<file path="config.mk">
export PLATFORM = sky130hd
export DESIGN_NAME = relprime_engine
export DESIGN_NICKNAME = d
export VERILOG_FILES = /design/src/rtl/relprime_engine.sv
export SDC_FILE = /design/constraint.sdc
export NUM_CORES = 1
export LEC_CHECK = 0
export ABC_AREA = 0
export CORE_MARGIN = 4
export CORE_UTILIZATION = 51
export CTS_CLUSTER_DIAMETER = 80
export CTS_CLUSTER_SIZE = 40
export DETAILED_ROUTE_END_ITERATION = 8
export PLACE_DENSITY = 0.73
export SLEW_MARGIN = 20
export SYNTH_ARGS = -nofsm -noshare
export SYNTH_HDL_FRONTEND = slang
export SYNTH_SLANG_ARGS = --single-unit
</file>
<file path="constraint.sdc">
create_clock -name CLK -period 4.05 [get_ports CLK]
set_clock_uncertainty 0.2 [all_clocks]
set_input_delay 0.405 -clock CLK [delete_from_list [all_inputs] [get_ports CLK]]
set_output_delay 0.405 -clock CLK [all_outputs]
set_load 0.05 [all_outputs]
</file>
<file path="src/rtl/relprime_engine.sv">
`default_nettype none
// ============================================================================
// Module      : relprime_engine
// Description : Finds the smallest integer m >= 2 that is coprime with a
//               WIDTH-bit operand n, using a subtraction-based Euclid loop.
//               One Euclid step per clock.
//               When a candidate's gcd has been reduced (b == 0), the same
//               cycle either reports the candidate or reloads the next one.
//               A zero operand is flagged through err instead of being
//               searched.
//
// Ports       : CLK     - clock, rising edge
//               RST_N   - asynchronous active-low reset
//               start   - request, sampled only while idle
//               n       - operand, captured on the accepted start
//               busy    - high while the Euclid loop runs
//               done    - one-cycle pulse when result/err are valid
//               result  - smallest coprime m (0 on error), held until the
//                         next accepted start
//               err     - high when the operand was zero, held like result
//               cycles  - Euclid-cycle counter (RELPRIME_CYCLES_EN only)
//
// Options     : RELPRIME_CYCLES_EN - adds the 32-bit saturating cycles output
//
// Revision    : 1.0 - initial parametrised release
// ============================================================================
module relprime_engine #(
    parameter int WIDTH = 16
) (
    input  logic             CLK,
    input  logic             RST_N,
    input  logic             start,
    input  logic [WIDTH-1:0] n,
    output logic             busy,
    output logic             done,
    output logic [WIDTH-1:0] result,
    output logic             err
`ifdef RELPRIME_CYCLES_EN
    ,
    output logic [31:0]      cycles
`endif
);

    localparam logic [WIDTH-1:0] c_ONE = WIDTH'(1);
    localparam logic [WIDTH-1:0] c_TWO = WIDTH'(2);

    typedef enum logic [1:0] {
        S_IDLE = 2'd0,
        S_GCD  = 2'd1,
        S_DONE = 2'd2
    } state_t;

    state_t           r_state;
    state_t           w_state_nxt;

    logic [WIDTH-1:0] r_n_q;
    logic [WIDTH-1:0] r_a;
    logic [WIDTH-1:0] r_b;
    logic [WIDTH-1:0] r_m;
    logic [WIDTH-1:0] r_result;
    logic             r_err;

    logic [WIDTH-1:0] w_n_q_nxt;
    logic [WIDTH-1:0] w_a_nxt;
    logic [WIDTH-1:0] w_b_nxt;
    logic [WIDTH-1:0] w_m_nxt;
    logic [WIDTH-1:0] w_result_nxt;
    logic             w_err_nxt;
    logic [WIDTH-1:0] w_m_inc;

    // m + 1 cannot wrap: n + 1 is always coprime with n, so the search stops
    // at or before m = n + 1, and the all-ones operand stops at m = 2.
    assign w_m_inc = r_m + c_ONE;

    // ------------------------------------------------------------------------
    // State register
    // ------------------------------------------------------------------------
    always_ff @(posedge CLK or negedge RST_N) begin
        if (!RST_N) begin
            r_state <= S_IDLE;
        end else begin
            r_state <= w_state_nxt;
        end
    end

    // ------------------------------------------------------------------------
    // Next-state and datapath update
    // ------------------------------------------------------------------------
    always_comb begin
        w_state_nxt  = r_state;
        w_n_q_nxt    = r_n_q;
        w_a_nxt      = r_a;
        w_b_nxt      = r_b;
        w_m_nxt      = r_m;
        w_result_nxt = r_result;
        w_err_nxt    = r_err;

        case (r_state)
            S_IDLE: begin
                if (start) begin
                    if (n != '0) begin
                        w_n_q_nxt   = n;
                        w_a_nxt     = n;
                        w_b_nxt     = c_TWO;
                        w_m_nxt     = c_TWO;
                        w_err_nxt   = 1'b0;
                        w_state_nxt = S_GCD;
                    end else begin
                        // gcd(0, m) = m, so no candidate could succeed.
                        w_result_nxt = '0;
                        w_err_nxt    = 1'b1;
                        w_state_nxt  = S_DONE;
                    end
                end
            end

            S_GCD: begin
                if (r_b == '0) begin
                    // a now holds gcd(n, m)
                    if (r_a == c_ONE) begin
                        w_result_nxt = r_m;
                        w_state_nxt  = S_DONE;
                    end else begin
                        w_m_nxt = w_m_inc;
                        w_a_nxt = r_n_q;
                        w_b_nxt = w_m_inc;
                    end
                end else if (r_a >= r_b) begin
                    w_a_nxt = r_a - r_b;
                end else begin
                    w_a_nxt = r_b;
                    w_b_nxt = r_a;
                end
            end

            S_DONE: begin
                w_state_nxt = S_IDLE;
            end

            default: begin
                w_state_nxt = S_IDLE;
            end
        endcase
    end

    // ------------------------------------------------------------------------
    // Datapath registers
    // ------------------------------------------------------------------------
    always_ff @(posedge CLK or negedge RST_N) begin
        if (!RST_N) begin
            r_n_q    <= '0;
            r_a      <= '0;
            r_b      <= '0;
            r_m      <= '0;
            r_result <= '0;
            r_err    <= 1'b0;
        end else begin
            r_n_q    <= w_n_q_nxt;
            r_a      <= w_a_nxt;
            r_b      <= w_b_nxt;
            r_m      <= w_m_nxt;
            r_result <= w_result_nxt;
            r_err    <= w_err_nxt;
        end
    end

    assign busy   = (r_state == S_GCD);
    assign done   = (r_state == S_DONE);
    assign result = r_result;
    assign err    = r_err;

`ifdef RELPRIME_CYCLES_EN
    // ------------------------------------------------------------------------
    // Euclid-cycle counter: cleared on any accepted start (including the
    // zero-operand case), counts GCD cycles, sticks at all-ones.
    // ------------------------------------------------------------------------
    logic [31:0] r_cycles;

    always_ff @(posedge CLK or negedge RST_N) begin
        if (!RST_N) begin
            r_cycles <= '0;
        end else if ((r_state == S_IDLE) && start) begin
            r_cycles <= '0;
        end else if ((r_state == S_GCD) && (r_cycles != 32'hFFFF_FFFF)) begin
            r_cycles <= r_cycles + 32'd1;
        end
    end

    assign cycles = r_cycles;
`endif

endmodule
`default_nettype wire

</file>
==> results of run 1 <==
-- power by group through the flow --
stage               sequential, uW  combinational, uW  clock, uW
finish                        1290               2600        683
global route                  1310               2840        729
CTS                           1280               2540        694
detailed placement            1290               2520          0
global placement              1290               2470          0
floorplan                     1190               1990          0
-- per-stage QoR --
step           utilization  instance area (um^2)
2_1_floorplan            -                  5170
3_3_place_gp         0.573                  5630
3_5_place_dp         0.573                  5630
4_1_cts              0.596                  5860
5_1_grt              0.598                  5870
6_report             0.598                  5870
-- cells by family (layout without fill, tap and decap cells) --
family          after synthesis  after routing  share of synthesized area
mux                          23             23                     0.0486
compound gates              188            188                      0.228
flops                        83             83                      0.402
simple gates                183            183                      0.173
fa+ha+maj                    18             18                     0.0450
xor+xnor                     25             25                     0.0423
buf+inv                      78            106                     0.0615
-- area by class of cell --
type	count	area, um^2	share of cell area
Inverter	41	154	0.0262
Multi-Input combinational cell	437	2780	0.474
Clock inverter	4	72.6	0.0124
Tap cell	133	166	0.0284
Clock buffer	12	155	0.0264
Timing Repair Buffer	49	464	0.0791
Sequential cell	83	2080	0.354
-- worst paths after layout --
check                           startpoint        end  slack [ns]  cells past startpoint
worst max-delay path            r_state[0]    r_b[15]        0.66                      7
worst min-delay path             r_n_q[14]  r_n_q[14]        0.31                      1
worst max register to register  r_state[0]    r_b[15]        0.66                      7
worst min register to register   r_n_q[14]  r_n_q[14]        0.31                      1
max in group asynchronous            RST_N    r_b[13]        2.69                      2
min in group asynchronous            RST_N     r_m[2]        0.46                      2
-- worst reg2reg max path: cells and delay by family, from the launching register on --
| family | cells | cell delay (ns) |
|---|---|---|
| flip-flops | 1 | 0.79 |
| AO/OA/AOI/OAI | 3 | 1.07 |
| buffers and inverters | 2 | 0.45 |
| AND/OR/NAND/NOR | 2 | 0.77 |
-- routing by layer --
metal / part of all wire / up-vias
met1: 0.44 / 2245
met4: 0.034 / 2
met3: 0.083 / 47
met2: 0.44 / 228
met5: 0.0025 / -
li1: - / 2194
-- flip-flops by register name, indices dropped and copies added, names as in the netlist --
register / flops
r_state: 2
r_a: 16
err: 1
result: 16
r_m: 16
r_n_q: 16
r_b: 16
-- timing repair --
action	CTS	global route
endpoints found under the setup margin	0	0
endpoints found under the hold margin	0	83
hold buffers	0	1
-- cell usage in the layout, fill, tap and decap left out, types with 16 or more instances in the layout --
cell / Yosys / layout
ha_1: 17 / 17
inv_1: 41 / 41
dfrtp_1: 83 / 83
nor2_1: 48 / 48
a21oi_1: 25 / 24
nand3_1: 31 / 31
o21ai_0: 95 / 95
mux2_2: 16 / 16
nand2_1: 53 / 53
clkdlybuf4s50_1: 0 / 36
==> out/metrics.yaml, run 1 <==
status: "finished clean"
whs_ns: 0.308
synth_edf_count: 0
grt_max_degree: 84
p_per_area_mw_per_mm2: 780
clock_latency_ns: 0.36
drv_cap: 0
relSlewSlack: 0.383
grt.total_usage: 0.258
io_pins: 38
die_area_mm2: 0.0118
cts-root-buf: "clkbuf_8"
worst_slack_ns: 0.657
crit_type: "reg -> reg"
diodes: 0
crit_chain: "nand2b_1 > o21a_1 > buf_4 > a21oi_2 > nand2b_1 > buf_4 > a22o_1"
wirelength_um: 14200
cts_htree_levels: 3
ys_ff_latch: 83
p_int_uw: 2490
synth-main-ff-cell: "dfrtp_1"
gr-total-overflow: 0
seq_power_share: 0.283
numCtsBuffers: 9
io_buffer_count: 37
wire_per_inst_um: 18.7
cellLeakagePower_uw: 0.00248
setup_viol: 0
syn2layout_area_growth_pct: 13.5
place_inst: 742
cts_resized: 0
dp_hpwl_um: 10300
tritoncts: "done"
syn_area_mm2: 0.00517
hold_class: "reg -> reg"
synth_top_area_frac: 0.402
synthTopCellsByArea: "dfrtp_1, o21ai_0, ha_1"
synth_cells: 598
rsz0062_at_grt: "false"
ys_types: 56
worst-path-buf-inv: 2
grt.busiest_layer: "met1"
cts_sinks: 83
final_hold_viol_count: 0
clockPowerShare: 0.149
instances_no_fill: 759
grtUsageMet2: 0.372
die_x_um: 109
synthesis.nets: 635
nFillCells: 918
synth_warnings: 0
power_uw: 4580
min_period_ns: 3.39
synth_area_per_cell_um2: 8.65
vias_per_cell: 6.21
synth_most_common_cell: "o21ai_0"
via_count: 4716
core_mm2: 0.00982
setup_tns_ns: 0
sw_frac_of_total: 0.456
grt_use_met1: 0.373
gp_congestion: 0.962
slew_violations: 0
drive_above_1_share: 0.0831
fmax_mhz: 295
use_met3: 0.0462
p_switching_uw: 2090
worst-path-max-fanout: 21
fin_nets: 658
worst_slew_pin_slew_ns: 0.919
combPwrFrac: 0.568
route.detailed.drc: 0
cp_slowest_stage_delay_ns: 0.79
start_kind: "flop"
die_y_um: 109
fin_crit_sh: 0.838
antenna_found_initial: 0
required_ns: 4.10
ant_nets: 0
synth_top_cell_by_area: "dfrtp_1"
dp_slack_ns: 0.643
ir_worst_vdd_mv: 0.318
fp-row-count: 36
critPathTopFamily: "compound AO/OA/AOI/OAI gates"
cts_buffer_depth: 2
start_util: 0.527
grt_pass1_wl_um: 23700
synth_common_cells: "o21ai_0, dfrtp_1, nand2_1, nor2_1, inv_1"
critPathArrivalTime_ns: 3.44
ys_seq_area_frac: 0.402
grt_pass1_vias: 4613
cts.clk_slew.worst_paths_ns: 0.08
async_flop_share: 1.00
postCtsSetupRepairBufs: 0
initialDrtViolationCount: 459
cp-end-kind: "flop"
cp_slowest_cell: "dfrtp_1"
drt_pre_antenna_iters: 5
No activity file was read; power rests on OpenSTA's default activity.
==> run 2: changes to the inputs <==
PLACE_DENSITY = 0.76   (was 0.73)
clock period = 2.96 ns   (was 4.05 ns; I/O delays follow)
==> out/metrics.yaml, run 2 (synthesized netlist as in run 1, its figures left out) <==
seq_power_share: 0.274  # -0.009
ir_worst_vdd_mv: 0.454  # +43%
sw_frac_of_total: 0.450  # -0.00598
crit_type: "reg -> reg"
gp_congestion: 1.00  # +4.2%
start_kind: "flop"
final_common_cell: "o21ai_0"
setup_viol: 0  # unchanged
wirelength_um: 14800  # +4.1%
grt_pass1_vias: 4829  # +4.7%
cts_htree_levels: 3  # unchanged
layout_common_cells: "o21ai_0, dfrtp_1, nand2_1"
final_area_mm2: 0.00607  # +3.5%
slew_violations: 0  # unchanged
diodes: 0  # unchanged
grt_pass1_wl_um: 24400  # +2.9%
die_y_um: 109  # unchanged
nFillCells: 871  # -5.1%
final_core_util: 0.618  # +0.0206
grt_max_degree: 49  # -42%
fin_nets: 682  # +3.6%
place_inst: 760  # +2.4%
route.detailed.drc: 0  # unchanged
min_period_ns: 2.80  # -0.595 ns
rsz0062_at_grt: "false"
cp_slowest_stage_delay_ns: 0.42  # -0.37 ns
cp_slowest_cell: "dfrtp_1"
hold_class: "in -> async"
regArea_mm2: 0.00208  # unchanged
clock_latency_ns: 0.37  # about the same
clockPowerShare: 0.136  # -0.013
p_per_area_mw_per_mm2: 1070  # +37%
combPwrFrac: 0.590  # +0.022
antenna_found_initial: 0  # unchanged
drv_cap: 0  # unchanged
multi_input_area_mm2: 0.00281  # +0.99%
fmax_mhz: 357  # +21%
vias_per_cell: 6.17  # -0.76%
worst_slew_pin_slew_ns: 0.538  # -0.381 ns
fp-row-count: 36  # unchanged
required_ns: 3.02  # -1.08 ns
core_mm2: 0.00982  # unchanged
cp_common_cell: "buf_4"
wire_per_inst_um: 18.9  # +0.87%
p_int_uw: 3560  # +43%
tritoncts: "done"
drt_pre_antenna_iters: 5  # unchanged
die_area_mm2: 0.0118  # unchanged
relSlewSlack: 0.640  # +0.257
cp-end-kind: "flop"
initialDrtViolationCount: 407  # -11%
worst-path-max-fanout: 7  # -67%
io_pins: 38  # unchanged
cts_sinks: 83  # unchanged
cellLeakagePower_uw: 0.00261  # +5.1%
instances_no_fill: 783  # +3.2%
via_count: 4828  # +2.4%
status: "finished clean"
numCtsBuffers: 9  # unchanged
die_x_um: 109  # unchanged
dp_hpwl_um: 11100  # +7.4%
grt.total_usage: 0.267  # +0.00990
cts_buffer_depth: 2  # unchanged
gr-total-overflow: 0  # unchanged
drive_above_1_share: 0.125  # +0.0415
cts-root-buf: "clkbuf_8"
post_dp_cell_area_mm2: 0.00579  # +2.8%
fin_crit_sh: 0.945  # +0.107
syn2layout_area_growth_pct: 17.4
crit_chain: "inv_1 > ha_1 > a21oi_1 > o21bai_4 > a311oi_4 > buf_4 > a31oi_2 > nand2b_1 > buf_4 > a22o_1"
io_buffer_count: 37  # unchanged
critPathArrivalTime_ns: 2.86  # -0.58 ns
start_util: 0.527  # unchanged
p_switching_uw: 2920  # +40%
cts.clk_slew.worst_paths_ns: 0.09  # about the same
final_hold_viol_count: 0  # unchanged
ant_nets: 0  # unchanged
## run 2: cell types whose count changed in the layout (fill, tap and decap cells not counted), sizes merged
cell,before,now
clkinv,1,2
nand3,32,33
bufinv,2,1
clkdlybuf4s50,36,35
inv,41,42
clkbuf,12,11
buf,12,36
## run 2: worst max-delay path: cells and delay by family, from the launching register on
kind	cells	cell delay [ns]
fa+ha+maj	1	0.38
flops	1	0.42
buf+inv	3	0.47
simple gates	1	0.20
compound gates	5	1.01
## run 2: cell type report
class / count / area share
timing repair buffer: 72 / 0.108
clock buffer: 11 / 0.0249
multi-input combinational: 438 / 0.462
clock inverter: 5 / 0.00989
tap: 133 / 0.0274
inverter: 41 / 0.0253
sequential: 83 / 0.342
## run 2: metal layers
layer  wire length [um]  vias to the layer above  global-route usage
met5                  0                        -                   0
met4                483                        0               0.109
met3               1100                       40              0.0533
met2               6820                      229               0.415
met1               6380                     2316               0.368
li1                   -                     2243                   -
## run 2: final timing paths
check | startpoint | end | slack [ns] | depth (start not counted)
worst max-delay path | r_b[9] | r_b[15] | 0.16 | 10
worst min-delay path | RST_N | result[0] | 0.21 | 2
worst max register to register | r_b[9] | r_b[15] | 0.16 | 10
worst min register to register | r_n_q[1] | r_n_q[1] | 0.30 | 2
max in group asynchronous | RST_N | r_b[0] | 1.72 | 3
min in group CLK | r_n_q[1] | r_n_q[1] | 0.30 | 2
## run 2: repair_timing
action | 4_1_cts | 5_1_grt
gates cloned | 0 | 1
endpoints found under the setup margin | 3 | 42
setup buffers | 0 | 5
hold buffers | 1 | 0
gates resized for setup | 1 | 5
hold endpoints to repair | 35 | 0
pin swaps | 1 | 3
## run 2: metrics by stage
step                      total power, uW  hold WS, ns  setup WS, ns  setup TNS (ns)
after floorplan                      4350       -0.200         0.279               0
after global placement               5300       0.0793      -0.00468        -0.00468
after detailed placement             5340       0.0849       -0.0391         -0.0391
after CTS                            6260        0.230        0.0105               0
after global routing                 6930        0.262      0.000795               0
final                                6470        0.215         0.162               0
## run 2: power groups by stage
stage / registers (uW) / logic (uW) / clock network (uW)
2_1_floorplan: 1630 / 2720 / 0
3_3_place_gp: 1770 / 3520 / 0
3_5_place_dp: 1770 / 3570 / 0
4_1_cts: 1750 / 3620 / 886
5_1_grt: 1790 / 4190 / 938
6_report: 1770 / 3820 / 882
